### config.mk
export PLATFORM = sky130hd
export DESIGN_NAME = dmem_arbiter_flat
export DESIGN_NICKNAME = d
export VERILOG_FILES = /design/src/rtl/dmem_arbiter_pkg.sv /design/src/rtl/dmem_arbiter_if.sv /design/src/rtl/dmem_arbiter_rr_arbiter2.sv /design/src/rtl/dmem_arbiter.sv /design/src/flat_wrapper.sv
export SDC_FILE = /design/constraint.sdc
export NUM_CORES = 1
export LEC_CHECK = 0
export BUFFER_PORTS_ARGS = -buffer_cell sky130_fd_sc_hd__buf_2
export CAP_MARGIN = 20
export CORE_AREA = 2 2 115 117
export CTS_CLUSTER_DIAMETER = 200
export DETAILED_ROUTE_END_ITERATION = 8
export DIE_AREA = 0 0 117 119
export PLACE_DENSITY = 0.48
export SLEW_MARGIN = 20
export SYNTH_ARGS = -nofsm -noshare
export SYNTH_HDL_FRONTEND = slang
export SYNTH_HIERARCHICAL = 1
export SYNTH_SLANG_ARGS = --single-unit
### constraint.sdc
create_clock -name clk -period 5.8 [get_ports clk]
set_clock_uncertainty 0.05 [all_clocks]
set_input_delay 0.87 -clock clk [delete_from_list [all_inputs] [get_ports clk]]
set_output_delay 0.87 -clock clk [all_outputs]
set_load 0.02 [all_outputs]
### src/rtl/dmem_arbiter_pkg.sv
// Shared types and default geometry for the data-memory arbiter slice.
package dmem_pkg;

    localparam int unsigned DMEM_ADDR_W = 13;
    localparam int unsigned DMEM_DATA_W = 32;

    // Bit positions of the two requesters in request/grant vectors.
    localparam int unsigned REQ_CPU = 0;
    localparam int unsigned REQ_EXT = 1;

    typedef enum logic [1:0] {
        IDLE   = 2'd0,
        RD_CPU = 2'd1,
        RD_EXT = 2'd2
    } state_e;

    typedef enum logic {
        GNT_CPU = 1'b0,
        GNT_EXT = 1'b1
    } grant_e;

endpackage

### src/rtl/dmem_arbiter_if.sv
// Bundles the MEM-stage, external-requester and memory-macro signals of the arbiter.
interface dmem_arbiter_if
    import dmem_pkg::*;
#(
    parameter int unsigned ADDR_W = DMEM_ADDR_W,
    parameter int unsigned DATA_W = DMEM_DATA_W
) ();

    logic [3:0]        cpu_mem_read;
    logic [3:0]        cpu_mem_write;
    logic [31:0]       cpu_addr;
    logic [DATA_W-1:0] cpu_wdata;
    logic [DATA_W-1:0] cpu_rdata;
    logic              cpu_stall;

    logic              ext_valid;
    logic              ext_write;
    logic [3:0]        ext_be;
    logic [31:0]       ext_addr;
    logic [DATA_W-1:0] ext_wdata;
    logic              ext_ready;
    logic              ext_rvalid;
    logic [DATA_W-1:0] ext_rdata;

    logic              mem_en;
    logic [3:0]        mem_we;
    logic [ADDR_W-1:0] mem_addr;
    logic [DATA_W-1:0] mem_wdata;
    logic [DATA_W-1:0] mem_rdata;

    // Arbiter side.
    modport slave (
        input  cpu_mem_read, cpu_mem_write, cpu_addr, cpu_wdata,
        output cpu_rdata, cpu_stall,
        input  ext_valid, ext_write, ext_be, ext_addr, ext_wdata,
        output ext_ready, ext_rvalid, ext_rdata,
        output mem_en, mem_we, mem_addr, mem_wdata,
        input  mem_rdata
    );

    // Environment side: pipeline, external requester and memory macro.
    modport master (
        output cpu_mem_read, cpu_mem_write, cpu_addr, cpu_wdata,
        input  cpu_rdata, cpu_stall,
        output ext_valid, ext_write, ext_be, ext_addr, ext_wdata,
        input  ext_ready, ext_rvalid, ext_rdata,
        input  mem_en, mem_we, mem_addr, mem_wdata,
        output mem_rdata
    );

endinterface

### src/rtl/dmem_arbiter_rr_arbiter2.sv
// Two-way round-robin arbiter; sole owner of the last_grant history.
module rr_arbiter2
    import dmem_pkg::*;
(
    input  logic       clk,
    input  logic       reset,
    input  logic [1:0] req_i,
    input  logic       en_i,
    output logic [1:0] gnt_o
);

    grant_e last_grant_q;
    grant_e last_grant_d;

    // On a tie the requester not served last wins; a lone requester wins outright.
    always_comb begin
        gnt_o = '0;
        if (en_i) begin
            if (req_i[REQ_CPU] && (!req_i[REQ_EXT] || last_grant_q == GNT_EXT)) begin
                gnt_o[REQ_CPU] = 1'b1;
            end else if (req_i[REQ_EXT]) begin
                gnt_o[REQ_EXT] = 1'b1;
            end
        end
    end

    always_comb begin
        last_grant_d = last_grant_q;
        if (gnt_o[REQ_CPU]) begin
            last_grant_d = GNT_CPU;
        end else if (gnt_o[REQ_EXT]) begin
            last_grant_d = GNT_EXT;
        end
    end

    always_ff @(posedge clk) begin
        if (reset) begin
            last_grant_q <= GNT_EXT;
        end else begin
            last_grant_q <= last_grant_d;
        end
    end

endmodule

### src/rtl/dmem_arbiter.sv
// Single-port data-memory arbiter between the MEM stage and an external requester,
// with read-return FSM and pipeline stall generation.
module dmem_arbiter
    import dmem_pkg::*;
#(
    parameter int unsigned ADDR_W = DMEM_ADDR_W,
    parameter int unsigned DATA_W = DMEM_DATA_W
) (
    input  logic          clk,
    input  logic          reset,
    dmem_arbiter_if.slave bus
);

    state_e state_q;
    state_e state_d;

    logic       cpu_req;
    logic       cpu_is_wr;
    logic [3:0] cpu_be;
    logic [1:0] req;
    logic [1:0] gnt;
    logic       gnt_en;

    logic [ADDR_W-1:0] addr_sel;
    logic [DATA_W-1:0] wdata_sel;
    logic [3:0]        we_sel;

    // Byte offset and address bits above the memory size are ignored by design.
    logic unused_addr_bits;
    assign unused_addr_bits = ^{bus.cpu_addr[31:ADDR_W+2], bus.cpu_addr[1:0],
                                bus.ext_addr[31:ADDR_W+2], bus.ext_addr[1:0]};

    // A simultaneous read+write field pair is treated as a write.
    assign cpu_is_wr = |bus.cpu_mem_write;
    assign cpu_req   = cpu_is_wr || (|bus.cpu_mem_read);
    assign cpu_be    = cpu_is_wr ? bus.cpu_mem_write : 4'h0;

    assign req[REQ_CPU] = cpu_req;
    assign req[REQ_EXT] = bus.ext_valid;
    assign gnt_en       = (state_q == IDLE) && !reset;

    rr_arbiter2 u_rr (
        .clk   (clk),
        .reset (reset),
        .req_i (req),
        .en_i  (gnt_en),
        .gnt_o (gnt)
    );

    always_ff @(posedge clk) begin
        if (reset) begin
            state_q <= IDLE;
        end else begin
            state_q <= state_d;
        end
    end

    // Read-return states always last exactly one cycle.
    always_comb begin
        state_d = IDLE;
        if (state_q == IDLE) begin
            if (gnt[REQ_CPU] && !cpu_is_wr) begin
                state_d = RD_CPU;
            end else if (gnt[REQ_EXT] && !bus.ext_write) begin
                state_d = RD_EXT;
            end
        end
    end

    always_comb begin
        addr_sel  = '0;
        wdata_sel = '0;
        we_sel    = '0;
        if (gnt[REQ_CPU]) begin
            addr_sel  = bus.cpu_addr[ADDR_W+1:2];
            wdata_sel = bus.cpu_wdata;
            we_sel    = cpu_be;
        end else if (gnt[REQ_EXT]) begin
            addr_sel  = bus.ext_addr[ADDR_W+1:2];
            wdata_sel = bus.ext_wdata;
            we_sel    = bus.ext_write ? bus.ext_be : 4'h0;
        end
    end

    // Every output is held at zero during reset, including a dropped in-flight read.
    always_comb begin
        bus.mem_en     = 1'b0;
        bus.mem_we     = '0;
        bus.mem_addr   = '0;
        bus.mem_wdata  = '0;
        bus.cpu_rdata  = '0;
        bus.cpu_stall  = 1'b0;
        bus.ext_ready  = 1'b0;
        bus.ext_rvalid = 1'b0;
        bus.ext_rdata  = '0;
        if (!reset) begin
            bus.mem_en    = |gnt;
            bus.mem_we    = we_sel;
            bus.mem_addr  = addr_sel;
            bus.mem_wdata = wdata_sel;
            bus.ext_ready = gnt[REQ_EXT];
            if (state_q == RD_CPU) begin
                bus.cpu_rdata = bus.mem_rdata;
            end
            if (state_q == RD_EXT) begin
                bus.ext_rvalid = 1'b1;
                bus.ext_rdata  = bus.mem_rdata;
            end
            bus.cpu_stall = cpu_req && !(gnt[REQ_CPU] && cpu_is_wr) && (state_q != RD_CPU);
        end
    end

endmodule

### src/flat_wrapper.sv
// flat-port wrapper written by rule: the top's interface ports become plain ports
module dmem_arbiter_flat import dmem_pkg::*;
#(
    parameter int unsigned ADDR_W = DMEM_ADDR_W,
    parameter int unsigned DATA_W = DMEM_DATA_W
)
  (clk, reset, bus_cpu_mem_read, bus_cpu_mem_write, bus_cpu_addr, bus_cpu_wdata, bus_cpu_rdata, bus_cpu_stall, bus_ext_valid, bus_ext_write, bus_ext_be, bus_ext_addr, bus_ext_wdata, bus_ext_ready, bus_ext_rvalid, bus_ext_rdata, bus_mem_en, bus_mem_we, bus_mem_addr, bus_mem_wdata, bus_mem_rdata);
  dmem_arbiter_if #(.ADDR_W(ADDR_W), .DATA_W(DATA_W)) bus_i ();
  input  logic clk;
  input  logic reset;
  input wire logic [$bits(bus_i.cpu_mem_read)-1:0] bus_cpu_mem_read;
  input wire logic [$bits(bus_i.cpu_mem_write)-1:0] bus_cpu_mem_write;
  input wire logic [$bits(bus_i.cpu_addr)-1:0] bus_cpu_addr;
  input wire logic [$bits(bus_i.cpu_wdata)-1:0] bus_cpu_wdata;
  output wire logic [$bits(bus_i.cpu_rdata)-1:0] bus_cpu_rdata;
  output wire logic [$bits(bus_i.cpu_stall)-1:0] bus_cpu_stall;
  input wire logic [$bits(bus_i.ext_valid)-1:0] bus_ext_valid;
  input wire logic [$bits(bus_i.ext_write)-1:0] bus_ext_write;
  input wire logic [$bits(bus_i.ext_be)-1:0] bus_ext_be;
  input wire logic [$bits(bus_i.ext_addr)-1:0] bus_ext_addr;
  input wire logic [$bits(bus_i.ext_wdata)-1:0] bus_ext_wdata;
  output wire logic [$bits(bus_i.ext_ready)-1:0] bus_ext_ready;
  output wire logic [$bits(bus_i.ext_rvalid)-1:0] bus_ext_rvalid;
  output wire logic [$bits(bus_i.ext_rdata)-1:0] bus_ext_rdata;
  output wire logic [$bits(bus_i.mem_en)-1:0] bus_mem_en;
  output wire logic [$bits(bus_i.mem_we)-1:0] bus_mem_we;
  output wire logic [$bits(bus_i.mem_addr)-1:0] bus_mem_addr;
  output wire logic [$bits(bus_i.mem_wdata)-1:0] bus_mem_wdata;
  input wire logic [$bits(bus_i.mem_rdata)-1:0] bus_mem_rdata;
  assign bus_i.cpu_mem_read = bus_cpu_mem_read;
  assign bus_i.cpu_mem_write = bus_cpu_mem_write;
  assign bus_i.cpu_addr = bus_cpu_addr;
  assign bus_i.cpu_wdata = bus_cpu_wdata;
  assign bus_cpu_rdata = bus_i.cpu_rdata;
  assign bus_cpu_stall = bus_i.cpu_stall;
  assign bus_i.ext_valid = bus_ext_valid;
  assign bus_i.ext_write = bus_ext_write;
  assign bus_i.ext_be = bus_ext_be;
  assign bus_i.ext_addr = bus_ext_addr;
  assign bus_i.ext_wdata = bus_ext_wdata;
  assign bus_ext_ready = bus_i.ext_ready;
  assign bus_ext_rvalid = bus_i.ext_rvalid;
  assign bus_ext_rdata = bus_i.ext_rdata;
  assign bus_mem_en = bus_i.mem_en;
  assign bus_mem_we = bus_i.mem_we;
  assign bus_mem_addr = bus_i.mem_addr;
  assign bus_mem_wdata = bus_i.mem_wdata;
  assign bus_i.mem_rdata = bus_mem_rdata;
  dmem_arbiter #(.ADDR_W(ADDR_W), .DATA_W(DATA_W)) u_core (.clk(clk), .reset(reset), .bus(bus_i));
endmodule
======== After elaboration in Yosys (flattened, before gate mapping) ========
Cells that the tools add are included.
word-level totals
  register bits ........................... 3
  bits of input ports ..................... 176
  output and inout bits ................... 117
  logic and storage cells ................. 56
operators by class
  equal/unequal tests ..................... 3
  muxes and demuxes ....................... 28
  bitwise gates (word level) .............. 1
  reduce and logical (&&, ||, !) cells .... 21
operator list
  cell                                                   count
  2-to-1 mux 32 bit                                      7
  2-to-1 mux 13 bit                                      3
  2-to-1 mux 4 bit                                       5
  2-to-1 mux 1 bit                                       11
  OR reduction 4 bit                                     2
  logical AND 1 bit                                      7
  logical NOT 1 bit                                      5
  2-to-1 mux 2 bit                                       2
  OR reduction 2 bit                                     2
  OR reduction 3 bit                                     1
  == test 2 x 1 -> 1 bit, second input constant          1
  == test 2 bit, second input constant                   1
  logical NOT 2 bit                                      1
  logical OR 1 bit                                       2
  inequality test 2 x 1 -> 1 bit, second input constant  1
  nonzero test 2 bit                                     1
  inverter 1 bit                                         1

======== Logic depth before layout (Yosys ltp) ========
Gate-level depths: netlist of run 1.
  depth in word-level cells ............... 10
  depth in mapped cells ................... 9
  gate-level depth less buffers ........... 7

======== Hierarchy ========
The synthesis of run 1 kept the hierarchy.
modules (own cells, without submodules)
  module        times used  cells each  area an instance (sq um)  sequential area each (sq um)
  dmem_arbiter  1           149         1043.5                    40.0
  rr_arbiter2   1           8           58.8                      20.0

======== Worst setup path after synthesis of run 1 ========
No wires, ideal clock.
  path kind ............................... input-to-output
  start point ............................. input bus_cpu_mem_write[0]
  end point ............................... output bus_mem_addr[10]
  data arrival time ....................... 2471 ps
  data required time ...................... 4880 ps
  path slack .............................. 2409 ps
  stages .................................. 8
  buffers on the path ..................... 2
  cells stage by stage .................... nor4_1 > nand2_1 > a21oi_1 > nand2b_1 > nor2_2 > buf_2 > buf_4 > a22o_1
between the ends
  cells in the longest elaborated chain, start to end .. 8
  elaborated cells between the ends (all ways) .. 9
  classes of those cells .................. mux (6); reduce/logical (3)
ends and longest elaborated chain
  what                RTL line                        text
  from (decl)         flat_wrapper.sv:12              input wire logic [$bits(bus_i.cpu_mem_write)-1:0] bus_cpu_mem_write;
  OR reduction 4 bit  dmem_arbiter.sv:34              assign cpu_is_wr = |bus.cpu_mem_write;
  logical OR 1 bit    dmem_arbiter.sv:35              assign cpu_req = cpu_is_wr || (|bus.cpu_mem_read);
  via u_core.cpu_req  dmem_arbiter.sv:17              logic cpu_req;
  logical AND 1 bit   dmem_arbiter_rr_arbiter2.sv:19  if (req_i[REQ_CPU] && (!req_i[REQ_EXT] || last_grant_q == GNT_EXT)) begin
  2-to-1 mux 1 bit    dmem_arbiter_rr_arbiter2.sv:19
  2-to-1 mux 2 bit    dmem_arbiter_rr_arbiter2.sv:18  if (en_i) begin
  via u_core.gnt[1]   dmem_arbiter.sv:21              logic [1:0] gnt;
  2-to-1 mux 13 bit   dmem_arbiter.sv:78              end else if (gnt[REQ_EXT]) begin
  2-to-1 mux 13 bit   dmem_arbiter.sv:74              if (gnt[REQ_CPU]) begin
  2-to-1 mux 13 bit   dmem_arbiter.sv:96              if (!reset) begin
  to (decl)           flat_wrapper.sv:27              output wire logic [$bits(bus_i.mem_addr)-1:0] bus_mem_addr;
The timed path passes the listed nets, and every way through them passes these cells.

======== Worst setup path after layout of run 1 ========
  start point ............................. input bus_cpu_mem_write[0]
  end point ............................... output bus_mem_wdata[15]
between the ends
  cells in the longest elaborated chain, start to end .. 8
  elaborated cells between the ends (all ways) .. 9
  classes of those cells .................. mux (6); reduce/logical (3)
ends and longest elaborated chain
  what                RTL line                        text
  OR reduction 4 bit  dmem_arbiter.sv:34
  logical OR 1 bit    dmem_arbiter.sv:35
  via u_core.cpu_req  dmem_arbiter.sv:17
  logical AND 1 bit   dmem_arbiter_rr_arbiter2.sv:19
  2-to-1 mux 1 bit    dmem_arbiter_rr_arbiter2.sv:19
  2-to-1 mux 2 bit    dmem_arbiter_rr_arbiter2.sv:18
  via u_core.gnt[1]   dmem_arbiter.sv:21
  2-to-1 mux 32 bit   dmem_arbiter.sv:78
  2-to-1 mux 32 bit   dmem_arbiter.sv:74
  2-to-1 mux 32 bit   dmem_arbiter.sv:96
  to (decl)           flat_wrapper.sv:28              output wire logic [$bits(bus_i.mem_wdata)-1:0] bus_mem_wdata;
The timed path passes the listed nets, and every way through them passes these cells.

==> results of run 1 <==
==> routing by layer <==
layer	GRT usage, %	vias to the layer above
li1	-	1067
met1	8.90	963
met2	16.8	152
met3	2.60	4
met4	1.76	0
met5	0	-
==> cell type report <==
class	count	area (µm²)
Multi-Input combinational cell	134	981
Fill cell	1424	10200
Clock buffer	4	78.8
Timing Repair Buffer	258	1330
Sequential cell	3	60.1
Tap cell	176	220
Inverter	4	15.0
==> placed cells by master, fill, tap and decap left out <==
cell                          n
sky130_fd_sc_hd__nor4_1       2
sky130_fd_sc_hd__a22o_1      45
sky130_fd_sc_hd__o21ai_0      1
sky130_fd_sc_hd__nor3_1       1
sky130_fd_sc_hd__buf_2      254
sky130_fd_sc_hd__buf_12       1
sky130_fd_sc_hd__nor3b_2      1
sky130_fd_sc_hd__o211a_1      1
sky130_fd_sc_hd__buf_16       1
sky130_fd_sc_hd__and3_1       1
sky130_fd_sc_hd__nand3b_1     1
sky130_fd_sc_hd__buf_4        2
sky130_fd_sc_hd__clkbuf_1     1
sky130_fd_sc_hd__a211o_1      1
sky130_fd_sc_hd__a21oi_1      4
sky130_fd_sc_hd__nor2_4       2
sky130_fd_sc_hd__clkbuf_16    3
sky130_fd_sc_hd__dfxtp_1      3
sky130_fd_sc_hd__and3b_1      1
sky130_fd_sc_hd__inv_1        4
sky130_fd_sc_hd__a32o_1       4
sky130_fd_sc_hd__nand2_1      3
sky130_fd_sc_hd__nand2b_1     1
sky130_fd_sc_hd__nor3_2       1
sky130_fd_sc_hd__and2_1      64
==> stage by stage <==
stage / setup slack (ps) / hold WS (ps) / util [%]
floorplan: 2410 / 424 / -
global placement: 1470 / 456 / 19.9
detailed placement: 1420 / 457 / 19.9
CTS: 1420 / 473 / 20.5
global route: 1540 / 501 / 20.9
finish: 1720 / 474 / 20.9
==> state kept, by name, indices dropped and copies added, names as in the netlist <==
| signal | flops |
|---|---|
| u_core/state_q | 2 |
| u_core/u_rr/last_grant_q | 1 |
==> cells by family (layout without fill, tap and decap cells) <==
| family | count (synthesis) | in the layout | share of synthesized area [%] |
|---|---|---|---|
| buffers and inverters | 20 | 266 | 7.60 |
| AO/OA/AOI/OAI | 56 | 56 | 43.4 |
| flip-flops | 3 | 3 | 5.45 |
| AND/OR/NAND/NOR | 78 | 78 | 43.6 |
==> synth_stat cells (2+ instances only) <==
cell type | n | area (µm²)
sky130_fd_sc_hd__clkbuf_1 | 8 | 30.0
sky130_fd_sc_hd__a21oi_1 | 4 | 20.0
sky130_fd_sc_hd__nand2_1 | 3 | 11.3
sky130_fd_sc_hd__nor4_1 | 2 | 12.5
sky130_fd_sc_hd__a32o_1 | 4 | 40.0
sky130_fd_sc_hd__a22o_1 | 45 | 394
sky130_fd_sc_hd__dfxtp_1 | 3 | 60.1
sky130_fd_sc_hd__inv_1 | 4 | 15.0
sky130_fd_sc_hd__buf_1 | 3 | 11.3
sky130_fd_sc_hd__nor3_1 | 2 | 10.0
sky130_fd_sc_hd__and2_1 | 64 | 400
sky130_fd_sc_hd__buf_2 | 4 | 20.0
==> worst register-to-register path, delay by kind of cell, from the launching register on <==
| family | cells | cell delay, ps |
|---|---|---|
| compound gates | 1 | 360 |
| flops | 1 | 320 |
| simple gates | 3 | 810 |
==> power by group through the flow <==
| stage | registers (mW) | logic (mW) | clock network, mW |
|---|---|---|---|
| finish | 0.0223 | 0.132 | 0.109 |
| global route | 0.0223 | 0.142 | 0.113 |
| CTS | 0.0222 | 0.130 | 0.111 |
| detailed placement | 0.0225 | 0.130 | 0 |
| global placement | 0.0225 | 0.128 | 0 |
| floorplan | 0.0223 | 0.0555 | 0 |
==> worst paths after layout <==
check / endpoint / slack [ps] / cells past startpoint
setup / recovery: bus_mem_wdata[15] / 1720 / 9
hold / removal: u_core/u_rr/last_grant_q / 470 / 1
setup reg to reg: u_core/state_q[0] / 4200 / 4
hold reg to reg: u_core/u_rr/last_grant_q / 470 / 1
==> flow_summary.html, run 1 <==
<table>
<tr><th>Metric</th><th>Value</th></tr>
<tr><th colspan="2">Die</th></tr>
<tr><td>Floorplan row count</td><td>42</td></tr>
<tr><td>Boundary pin count</td><td>about 300</td></tr>
<tr><td>Core Footprint</td><td>roughly 0.013 mm²</td></tr>
<tr><td>Height of the die</td><td>119 µm</td></tr>
<tr><td>Die width</td><td>117 µm</td></tr>
<tr><td>Die footprint</td><td>0.0139 mm²</td></tr>
<tr><td>Initial core utilization</td><td>~8.6%</td></tr>
<tr><th colspan="2">Logic synthesis</th></tr>
<tr><td>Number of storage elements in the synthesis netlist</td><td>3</td></tr>
<tr><td>Leading register cell type out of synthesis</td><td>sky130_fd_sc_hd__dfxtp_1</td></tr>
<tr><td>Synth Net Count</td><td>between 300 and 400</td></tr>
<tr><td>Number of enable-type register cells in the synthesized netlist</td><td>0</td></tr>
<tr><td>Post-Syn Area</td><td>~0.0011 mm²</td></tr>
<tr><td>Async S/R FF share, synth</td><td>0%</td></tr>
<tr><td>Register area share after synthesis</td><td>about 5.4%</td></tr>
<tr><td>Count of synthesis-stage warnings from yosys</td><td>6</td></tr>
<tr><td>Cells after synthesis</td><td>between 150 and 200</td></tr>
<tr><td>Average footprint of a synthesized cell</td><td>approximately 7.0 µm²</td></tr>
<tr><td>Count of distinct cell types in the synthesized netlist</td><td>23</td></tr>
<tr><th colspan="2">Flow run</th></tr>
<tr><td>Total of max-cap violations</td><td>0</td></tr>
<tr><th colspan="2">Pwr</th></tr>
<tr><td>Internal cell power</td><td>0.175 mW</td></tr>
<tr><td>P_sw</td><td>0.0877 mW</td></tr>
<tr><td>Share of total power consumed by net switching</td><td>~33%</td></tr>
<tr><td>VDD IR-drop max</td><td>0.0000503 V</td></tr>
<tr><td>Seq pwr share</td><td>8.5%</td></tr>
<tr><td>Power share of the combinational group</td><td>between 50% and 60%</td></tr>
<tr><td>Overall power consumption</td><td>between 0.2 and 0.3 mW</td></tr>
<tr><td>Clk network pwr share</td><td>about two fifths</td></tr>
<tr><td>Pwr/cell area</td><td>97.6 mW/mm²</td></tr>
<tr><td>Leakage Power</td><td>~1.7 nW</td></tr>
<tr><th colspan="2">Cells and area</th></tr>
<tr><td>Fin area</td><td>roughly 0.0027 mm²</td></tr>
<tr><td>Area Overhead vs Synth</td><td>144%</td></tr>
<tr><td>N_diodes</td><td>0</td></tr>
<tr><td>Ratio of cells with drive above 1 in the final layout</td><td>between 60% and 70%</td></tr>
<tr><td>Number of non-filler instances in the completed layout</td><td>between 500 and 600</td></tr>
<tr><td>Layout net count</td><td>slightly below 600</td></tr>
<tr><th colspan="2">Drt</th></tr>
<tr><td>Post-DR wirelength/cell</td><td>between 10 and 15 µm</td></tr>
<tr><td>Detailed route wirelength on metal3</td><td>roughly 760 µm</td></tr>
<tr><td>DRT Wirelength</td><td>6.96 mm</td></tr>
<tr><td>Post-DRT Antenna Nets</td><td>0</td></tr>
<tr><td>Detailed Route Iter0 Violations</td><td>between 60 and 70</td></tr>
<tr><td>Routed length on met2</td><td>around 3.5 mm</td></tr>
<tr><td>Top layer reached by signal wires</td><td>met4</td></tr>
<tr><td>Via-to-Cell Ratio</td><td>around 3.8</td></tr>
<tr><td>Post-route DRC violation count</td><td>0</td></tr>
<tr><td>Drt pass-1 iters</td><td>4</td></tr>
<tr><td>Post-route met1 wirelength</td><td>around 2.7 mm</td></tr>
<tr><td>Via count of the routed design</td><td>approximately 2,200</td></tr>
<tr><th colspan="2">Worst setup path</th></tr>
<tr><td>Start point of the critical path</td><td>bus_cpu_mem_write[0]</td></tr>
<tr><td>Crit Path Class</td><td>primary input to output pin</td></tr>
<tr><td>Top Family by Delay on Critical Path</td><td>simple AND/OR/NAND/NOR gates</td></tr>
<tr><td>Cell-by-cell listing of the critical path</td><td>buf_2 -&gt; nor4_1 -&gt; nand2_1 -&gt; a21oi_1 -&gt; nand2b_1 -&gt; nor2_4 -&gt; buf_16 -&gt; a22o_1 -&gt; buf_2</td></tr>
<tr><td>Required time at the worst-slack endpoint</td><td>~4900 ps</td></tr>
<tr><td>Crit Path Max Fanout</td><td>33</td></tr>
<tr><td>Buffers &amp; Inverters on Critical Path</td><td>3</td></tr>
<tr><td>Largest incremental delay on the critical path</td><td>570 ps</td></tr>
<tr><td>Crit path capture type</td><td>output pin</td></tr>
<tr><td>FF-to-FF Start</td><td>u_core/state_q[0]</td></tr>
<tr><td>Slowest cell on crit path</td><td>sky130_fd_sc_hd__nor4_1</td></tr>
<tr><td>Type of origin of the critical path</td><td>primary input</td></tr>
<tr><td>Most prevalent standard cell on the critical path</td><td>sky130_fd_sc_hd__buf_2</td></tr>
<tr><td>Arrival time of the worst setup path</td><td>between 3000 and 4000 ps</td></tr>
<tr><th colspan="2">Timing</th></tr>
<tr><td>Max-slew headroom</td><td>between 50% and 60%</td></tr>
<tr><td>Sum of negative setup slack</td><td>0 ps</td></tr>
<tr><td>Shortest period the worst path allows</td><td>4080 ps</td></tr>
<tr><td>Final Hold Violating Endpoints</td><td>0</td></tr>
<tr><td>Number of endpoints failing setup at the final stage</td><td>0</td></tr>
<tr><td>Max Freq</td><td>approximately 0.25 GHz</td></tr>
<tr><td>Transition time at the pin with the least slew margin</td><td>625 ps</td></tr>
<tr><td>Period utilization</td><td>70.3%</td></tr>
<tr><td>Pins Over Slew Limit</td><td>0</td></tr>
<tr><td>RSZ-0062 raised after global routing</td><td>false</td></tr>
<tr><th colspan="2">Global route</th></tr>
<tr><td>Global Route Usage Sum</td><td>8.64%</td></tr>
<tr><td>Maximum number of pins on one net before global-route repair</td><td>50</td></tr>
<tr><td>Vias in the first global route</td><td>around 1,900</td></tr>
<tr><td>Number of antenna violations at the first check in global routing</td><td>0</td></tr>
<tr><td>Total grt overflow</td><td>0</td></tr>
<tr><td>Wire length of the first global-routing pass</td><td>approximately 9.4 mm</td></tr>
<tr><th colspan="2">Placement</th></tr>
<tr><td>Cell count after placement</td><td>~570</td></tr>
<tr><td>Final RePlAce weighted congestion</td><td>between 0.7 and 0.8</td></tr>
<tr><td>Number of I/O port buffers</td><td>254</td></tr>
<tr><td>Instance area after placement</td><td>roughly 0.0026 mm²</td></tr>
<tr><td>Final HPWL from detailed placement</td><td>about 6 mm</td></tr>
<tr><th colspan="2">Clock network</th></tr>
<tr><td>CTS sink cnt</td><td>3</td></tr>
<tr><td>Count of instances resized after the clock tree is built</td><td>0</td></tr>
<tr><td>Maximum level of the CTS H-tree</td><td>1</td></tr>
<tr><td>TritonCTS buffer count</td><td>3</td></tr>
<tr><td>Clock network latency to the later pin of the worst-skew pair</td><td>roughly 220 ps</td></tr>
<tr><td>Post-CTS setup buffer count</td><td>0</td></tr>
<tr><td>Clock slew at the register clock pins of the worst setup and hold paths</td><td>~30 ps</td></tr>
<tr><td>Max Root-Sink Buffers</td><td>2</td></tr>
<tr><td>Hold buffer count at cts</td><td>0</td></tr>
<tr><td>Clk Tree Root Cell</td><td>sky130_fd_sc_hd__clkbuf_16</td></tr>
<tr><td>TritonCTS clock tree</td><td>built</td></tr>
<tr><th colspan="2">Outcome</th></tr>
<tr><td>Status</td><td>complete, no violations</td></tr>
<tr><th colspan="2">Worst hold path</th></tr>
<tr><td>Min-Delay Path Class</td><td>flip-flop to flip-flop</td></tr>
<tr><td>Origin of the worst min-delay path</td><td>u_core/u_rr/last_grant_q</td></tr>
</table>
Power figures use the tool's default switching activity.
==> inputs of run 2 (changes only) <==
--- a/config.mk
+++ b/config.mk
@@ -5,13 +5,14 @@
 export SDC_FILE = /design/constraint.sdc
 export NUM_CORES = 1
 export LEC_CHECK = 0
+export ABC_AREA = 1
 export BUFFER_PORTS_ARGS = -buffer_cell sky130_fd_sc_hd__buf_2
 export CAP_MARGIN = 20
 export CORE_AREA = 2 2 115 117
 export CTS_CLUSTER_DIAMETER = 200
 export DETAILED_ROUTE_END_ITERATION = 8
 export DIE_AREA = 0 0 117 119
-export PLACE_DENSITY = 0.48
+export PLACE_DENSITY = 0.54
 export SLEW_MARGIN = 20
 export SYNTH_ARGS = -nofsm -noshare
 export SYNTH_HDL_FRONTEND = slang
==> constraint.sdc (replaced) <==
create_clock -name clk -period 3.65 [get_ports clk]
set_clock_uncertainty 0.05 [all_clocks]
set_input_delay 0.5475 -clock clk [delete_from_list [all_inputs] [get_ports clk]]
set_output_delay 0.5475 -clock clk [all_outputs]
set_load 0.02 [all_outputs]
==> run 2 against run 1 <==
  * Largest cell class unchanged
  * Wire length up 7.7%
  * Critical endpoint is now bus_mem_wdata[2]
  * Worst setup slack worse by 1000 ps
  * Design area up 14%
==> flow_summary.html, run 2 <==
<table>
<tr><th>Metric</th><th>Value</th></tr>
<tr><th colspan="2">Cells and area</th></tr>
<tr><td>Fillcell total</td><td>1,501 (+5.4%)</td></tr>
<tr><td>Commonest cells after routing, fill and taps aside</td><td>sky130_fd_sc_hd__buf_2 (254), sky130_fd_sc_hd__nor2_1 (71), sky130_fd_sc_hd__nand2_1 (55)</td></tr>
<tr><td>Area Overhead vs Synth</td><td>88.9%</td></tr>
<tr><td>Reg with most FFs</td><td>u_core/state_q</td></tr>
<tr><td>Utilization of the core after routing</td><td>23.8% (+2.9 points)</td></tr>
<tr><td>Largest registers in the final layout</td><td>u_core/state_q x2, u_core/u_rr/last_grant_q x1</td></tr>
<tr><td>Layout net count</td><td>725 (+25%)</td></tr>
<tr><td>Most common cell after layout, fill and taps aside</td><td>sky130_fd_sc_hd__buf_2</td></tr>
<tr><td>N_diodes</td><td>0 (unchanged)</td></tr>
<tr><td>Number of non-filler instances in the completed layout</td><td>724 (+25%)</td></tr>
<tr><td>Ratio of cells with drive above 1 in the final layout</td><td>56.6% (-9.2 points)</td></tr>
<tr><td>Flip-flop count of the largest register, all copies and words added</td><td>2 (unchanged)</td></tr>
<tr><td>Fin area</td><td>0.00306 mm² (+14%)</td></tr>
<tr><th colspan="2">Logic synthesis</th></tr>
<tr><td>Cells after synthesis</td><td>312 (+99%)</td></tr>
<tr><td>Synth top area share</td><td>21.6% (-15 points)</td></tr>
<tr><td>Register area share after synthesis</td><td>3.70% (-1.7 points)</td></tr>
<tr><td>Synth Net Count</td><td>488 (+47%)</td></tr>
<tr><td>Number of storage elements in the synthesis netlist</td><td>3 (unchanged)</td></tr>
<tr><td>Most frequent cells after synthesis</td><td>sky130_fd_sc_hd__nor2_1 (71), sky130_fd_sc_hd__nand2_1 (55), sky130_fd_sc_hd__nand3_1 (49)</td></tr>
<tr><td>Number of enable-type register cells in the synthesized netlist</td><td>0 (unchanged)</td></tr>
<tr><td>Count of distinct cell types in the synthesized netlist</td><td>22 (-4.3%)</td></tr>
<tr><td>Cell type with the largest total area after synthesis</td><td>sky130_fd_sc_hd__o21ai_2</td></tr>
<tr><td>Post-Syn Area</td><td>0.00162 mm² (+47%)</td></tr>
<tr><td>Count of synthesis-stage warnings from yosys</td><td>6 (unchanged)</td></tr>
<tr><td>Leading register cell type out of synthesis</td><td>sky130_fd_sc_hd__dfxtp_1</td></tr>
<tr><td>Most instantiated library cell after synthesis</td><td>sky130_fd_sc_hd__nor2_1</td></tr>
<tr><td>Cell types occupying the most area after synthesis</td><td>sky130_fd_sc_hd__o21ai_2 (22%), sky130_fd_sc_hd__nor2_1 (16%), sky130_fd_sc_hd__nand3_1 (15%), sky130_fd_sc_hd__nand2_1 (13%), sky130_fd_sc_hd__inv_1 (10%)</td></tr>
<tr><td>Average footprint of a synthesized cell</td><td>5.20 µm² (-26%)</td></tr>
<tr><td>Async S/R FF share, synth</td><td>0% (unchanged)</td></tr>
<tr><th colspan="2">Clock network</th></tr>
<tr><td>CTS sink cnt</td><td>3 (unchanged)</td></tr>
<tr><td>Maximum level of the CTS H-tree</td><td>1 (unchanged)</td></tr>
<tr><td>TritonCTS buffer count</td><td>3 (unchanged)</td></tr>
<tr><td>Clock slew at the register clock pins of the worst setup and hold paths</td><td>30 ps (about the same)</td></tr>
<tr><td>Hold buffer count at cts</td><td>0 (unchanged)</td></tr>
<tr><td>Clock network latency to the later pin of the worst-skew pair</td><td>220 ps (about the same)</td></tr>
<tr><td>Clk Tree Root Cell</td><td>sky130_fd_sc_hd__clkbuf_16</td></tr>
<tr><td>Post-CTS setup buffer count</td><td>0 (unchanged)</td></tr>
<tr><td>TritonCTS clock tree</td><td>built</td></tr>
<tr><td>Count of instances resized after the clock tree is built</td><td>0 (unchanged)</td></tr>
<tr><td>Max Root-Sink Buffers</td><td>2 (unchanged)</td></tr>
<tr><th colspan="2">Worst setup path</th></tr>
<tr><td>Cell-by-cell listing of the critical path</td><td>buf_2 -&gt; nor2_1 -&gt; nand4_1 -&gt; nand3_2 -&gt; inv_1 -&gt; inv_2 -&gt; nand2_4 -&gt; o21ai_0 -&gt; buf_2</td></tr>
<tr><td>Required time at the worst-slack endpoint</td><td>3050 ps (-1830 ps)</td></tr>
<tr><td>Crit Path Max Fanout</td><td>37 (+12%)</td></tr>
<tr><td>Top Family by Delay on Critical Path</td><td>simple AND/OR/NAND/NOR gates</td></tr>
<tr><td>Arrival time of the worst setup path</td><td>2350 ps (-810 ps)</td></tr>
<tr><td>Crit Path Class</td><td>primary input to output pin</td></tr>
<tr><td>Crit path capture type</td><td>output pin</td></tr>
<tr><td>Largest incremental delay on the critical path</td><td>410 ps (-160 ps)</td></tr>
<tr><td>Buffers &amp; Inverters on Critical Path</td><td>4 (+1)</td></tr>
<tr><td>Slowest cell on crit path</td><td>sky130_fd_sc_hd__o21ai_0</td></tr>
<tr><td>Most prevalent standard cell on the critical path</td><td>sky130_fd_sc_hd__buf_2</td></tr>
<tr><td>Type of origin of the critical path</td><td>primary input</td></tr>
<tr><th colspan="2">Timing</th></tr>
<tr><td>Shortest period the worst path allows</td><td>about 2900 ps</td></tr>
<tr><td>Smallest hold slack</td><td>496 ps (+21.9 ps)</td></tr>
<tr><td>Max-slew headroom</td><td>58.2% (+0.32 points)</td></tr>
<tr><td>RSZ-0062 raised after global routing</td><td>false</td></tr>
<tr><td>Max Freq</td><td>~0.34 GHz</td></tr>
<tr><td>Transition time at the pin with the least slew margin</td><td>626 ps (+0.314 ps)</td></tr>
<tr><td>Sum of negative setup slack</td><td>0 ps (unchanged)</td></tr>
<tr><td>Period utilization</td><td>between 80% and 90%</td></tr>
<tr><td>Pins Over Slew Limit</td><td>0 (unchanged)</td></tr>
<tr><td>Final Hold Violating Endpoints</td><td>0 (unchanged)</td></tr>
<tr><td>Number of endpoints failing setup at the final stage</td><td>0 (unchanged)</td></tr>
<tr><th colspan="2">Pwr</th></tr>
<tr><td>Pwr/cell area</td><td>148 mW/mm² (+52%)</td></tr>
<tr><td>Power share of the combinational group</td><td>54.1% (+3.9 points)</td></tr>
<tr><td>Internal cell power</td><td>0.277 mW (+59%)</td></tr>
<tr><td>P_sw</td><td>0.177 mW (+100%)</td></tr>
<tr><td>Share of total power consumed by net switching</td><td>39.0% (+5.6 points)</td></tr>
<tr><td>VDD IR-drop max</td><td>0.000108 V (+120%)</td></tr>
<tr><td>Clk network pwr share</td><td>38.3% (-3.0 points)</td></tr>
<tr><td>Leakage Power</td><td>1.91 nW (+11%)</td></tr>
<tr><td>Seq pwr share</td><td>7.6% (-0.9 points)</td></tr>
<tr><th colspan="2">Drt</th></tr>
<tr><td>Via-to-Cell Ratio</td><td>3.86 (+2.3%)</td></tr>
<tr><td>DRT Wirelength</td><td>7.50 mm (+7.7%)</td></tr>
<tr><td>Post-DRT Antenna Nets</td><td>0 (unchanged)</td></tr>
<tr><td>Drt pass-1 iters</td><td>4 (unchanged)</td></tr>
<tr><td>Post-DR wirelength/cell</td><td>10.4 µm (-14%)</td></tr>
<tr><td>Detailed Route Iter0 Violations</td><td>54 (-21%)</td></tr>
<tr><td>Via count of the routed design</td><td>2,795 (+28%)</td></tr>
<tr><td>Post-route DRC violation count</td><td>0 (unchanged)</td></tr>
<tr><th colspan="2">Die</th></tr>
<tr><td>Die footprint</td><td>0.0139 mm² (unchanged)</td></tr>
<tr><td>Boundary pin count</td><td>293 (unchanged)</td></tr>
<tr><td>Die width</td><td>117 µm (unchanged)</td></tr>
<tr><td>Initial core utilization</td><td>12.6% (+4.0 points)</td></tr>
<tr><td>Floorplan row count</td><td>42 (unchanged)</td></tr>
<tr><td>Height of the die</td><td>119 µm (unchanged)</td></tr>
<tr><td>Core Footprint</td><td>0.0129 mm² (unchanged)</td></tr>
<tr><th colspan="2">Placement</th></tr>
<tr><td>Final HPWL from detailed placement</td><td>6.02 mm (-1.4%)</td></tr>
<tr><td>Number of I/O port buffers</td><td>254 (unchanged)</td></tr>
<tr><td>Cell count after placement</td><td>720 (+26%)</td></tr>
<tr><td>Instance area after placement</td><td>0.00298 mm² (+16%)</td></tr>
<tr><td>Final RePlAce weighted congestion</td><td>0.726 (-7.1%)</td></tr>
<tr><th colspan="2">Global route</th></tr>
<tr><td>Total grt overflow</td><td>0 (unchanged)</td></tr>
<tr><td>Number of antenna violations at the first check in global routing</td><td>1 (+1)</td></tr>
<tr><td>Vias in the first global route</td><td>2,491 (+30%)</td></tr>
<tr><td>Global Route Usage Sum</td><td>9.93% (+1.3 points)</td></tr>
<tr><td>Maximum number of pins on one net before global-route repair</td><td>51 (+2.0%)</td></tr>
<tr><td>Wire length of the first global-routing pass</td><td>11.2 mm (+18%)</td></tr>
<tr><th colspan="2">Outcome</th></tr>
<tr><td>Status</td><td>complete, no violations</td></tr>
<tr><th colspan="2">Worst hold path</th></tr>
<tr><td>Min-Delay Path Class</td><td>flip-flop to flip-flop</td></tr>
<tr><th colspan="2">Flow run</th></tr>
<tr><td>Total of max-cap violations</td><td>0 (unchanged)</td></tr>
</table>
run 2: cell types whose count changed after synthesis, moves of 10 or more:
| cell | change |
|---|---|
| sky130_fd_sc_hd__and2_1 | -64 |
| sky130_fd_sc_hd__o21ai_2 | +40 |
| sky130_fd_sc_hd__nand3_1 | +49 |
| sky130_fd_sc_hd__inv_1 | +39 |
| sky130_fd_sc_hd__buf_2 | +10 |
| sky130_fd_sc_hd__nor2_1 | +70 |
| sky130_fd_sc_hd__a22o_1 | -45 |
| sky130_fd_sc_hd__nand2_1 | +52 |
run 2: cell families after synthesis:
logic type,Yosys count,synth area share (%)
compound gates,53,25.6
flops,3,3.70
buf+inv,71,21.8
simple gates,185,48.8
run 2: worst min-delay path, cell delays in order, from the launching register on:
cell and delay (ps):
sky130_fd_sc_hd__dfxtp_1 300, sky130_fd_sc_hd__inv_1 50, sky130_fd_sc_hd__nand2_1 60, sky130_fd_sc_hd__nand2_1 50, sky130_fd_sc_hd__nand2_1 50
run 2: layout make-up:
type	instances	area, µm²	share of cell area, %
Clock buffer	4	78.8	2.57
Inverter	45	171	5.60
Multi-Input combinational cell	238	1220	39.8
Sequential cell	3	60.1	1.96
Tap cell	176	220	7.19
Timing Repair Buffer	258	1310	42.9
run 2: power groups by stage:
stage | clock, mW | sequential (mW) | combinational, mW
CTS | 0.179 | 0.0345 | 0.250
global placement | 0 | 0.0349 | 0.249
floorplan | 0 | 0.0349 | 0.138
finish | 0.174 | 0.0345 | 0.246
detailed placement | 0 | 0.0351 | 0.249
global route | 0.181 | 0.0346 | 0.275
run 2: final timing paths:
check / start / endpoint / slack (ps) / depth (start not counted)
max reg2reg: u_core/state_q[0] / u_core/state_q[1] / 2070 / 8
max: bus_cpu_mem_read[1] / bus_mem_wdata[2] / 710 / 9
min reg2reg: u_core/u_rr/last_grant_q / u_core/u_rr/last_grant_q / 500 / 4
min: u_core/u_rr/last_grant_q / u_core/u_rr/last_grant_q / 500 / 4
run 2: stage by stage:
stage               setup WS (ps)  power (mW)
floorplan                    1330       0.173
global placement              656       0.284
detailed placement            665       0.284
CTS                           658       0.463
global route                  483       0.491
finish                        707       0.454
run 2: routing by layer:
layer	wire, µm	track usage [%]	vias up
met2	3940	20.4	154
met1	2850	10.2	1189
met3	682	1.98	4
met4	14	1.40	2
li1	-	-	1446
met5	13	0	-
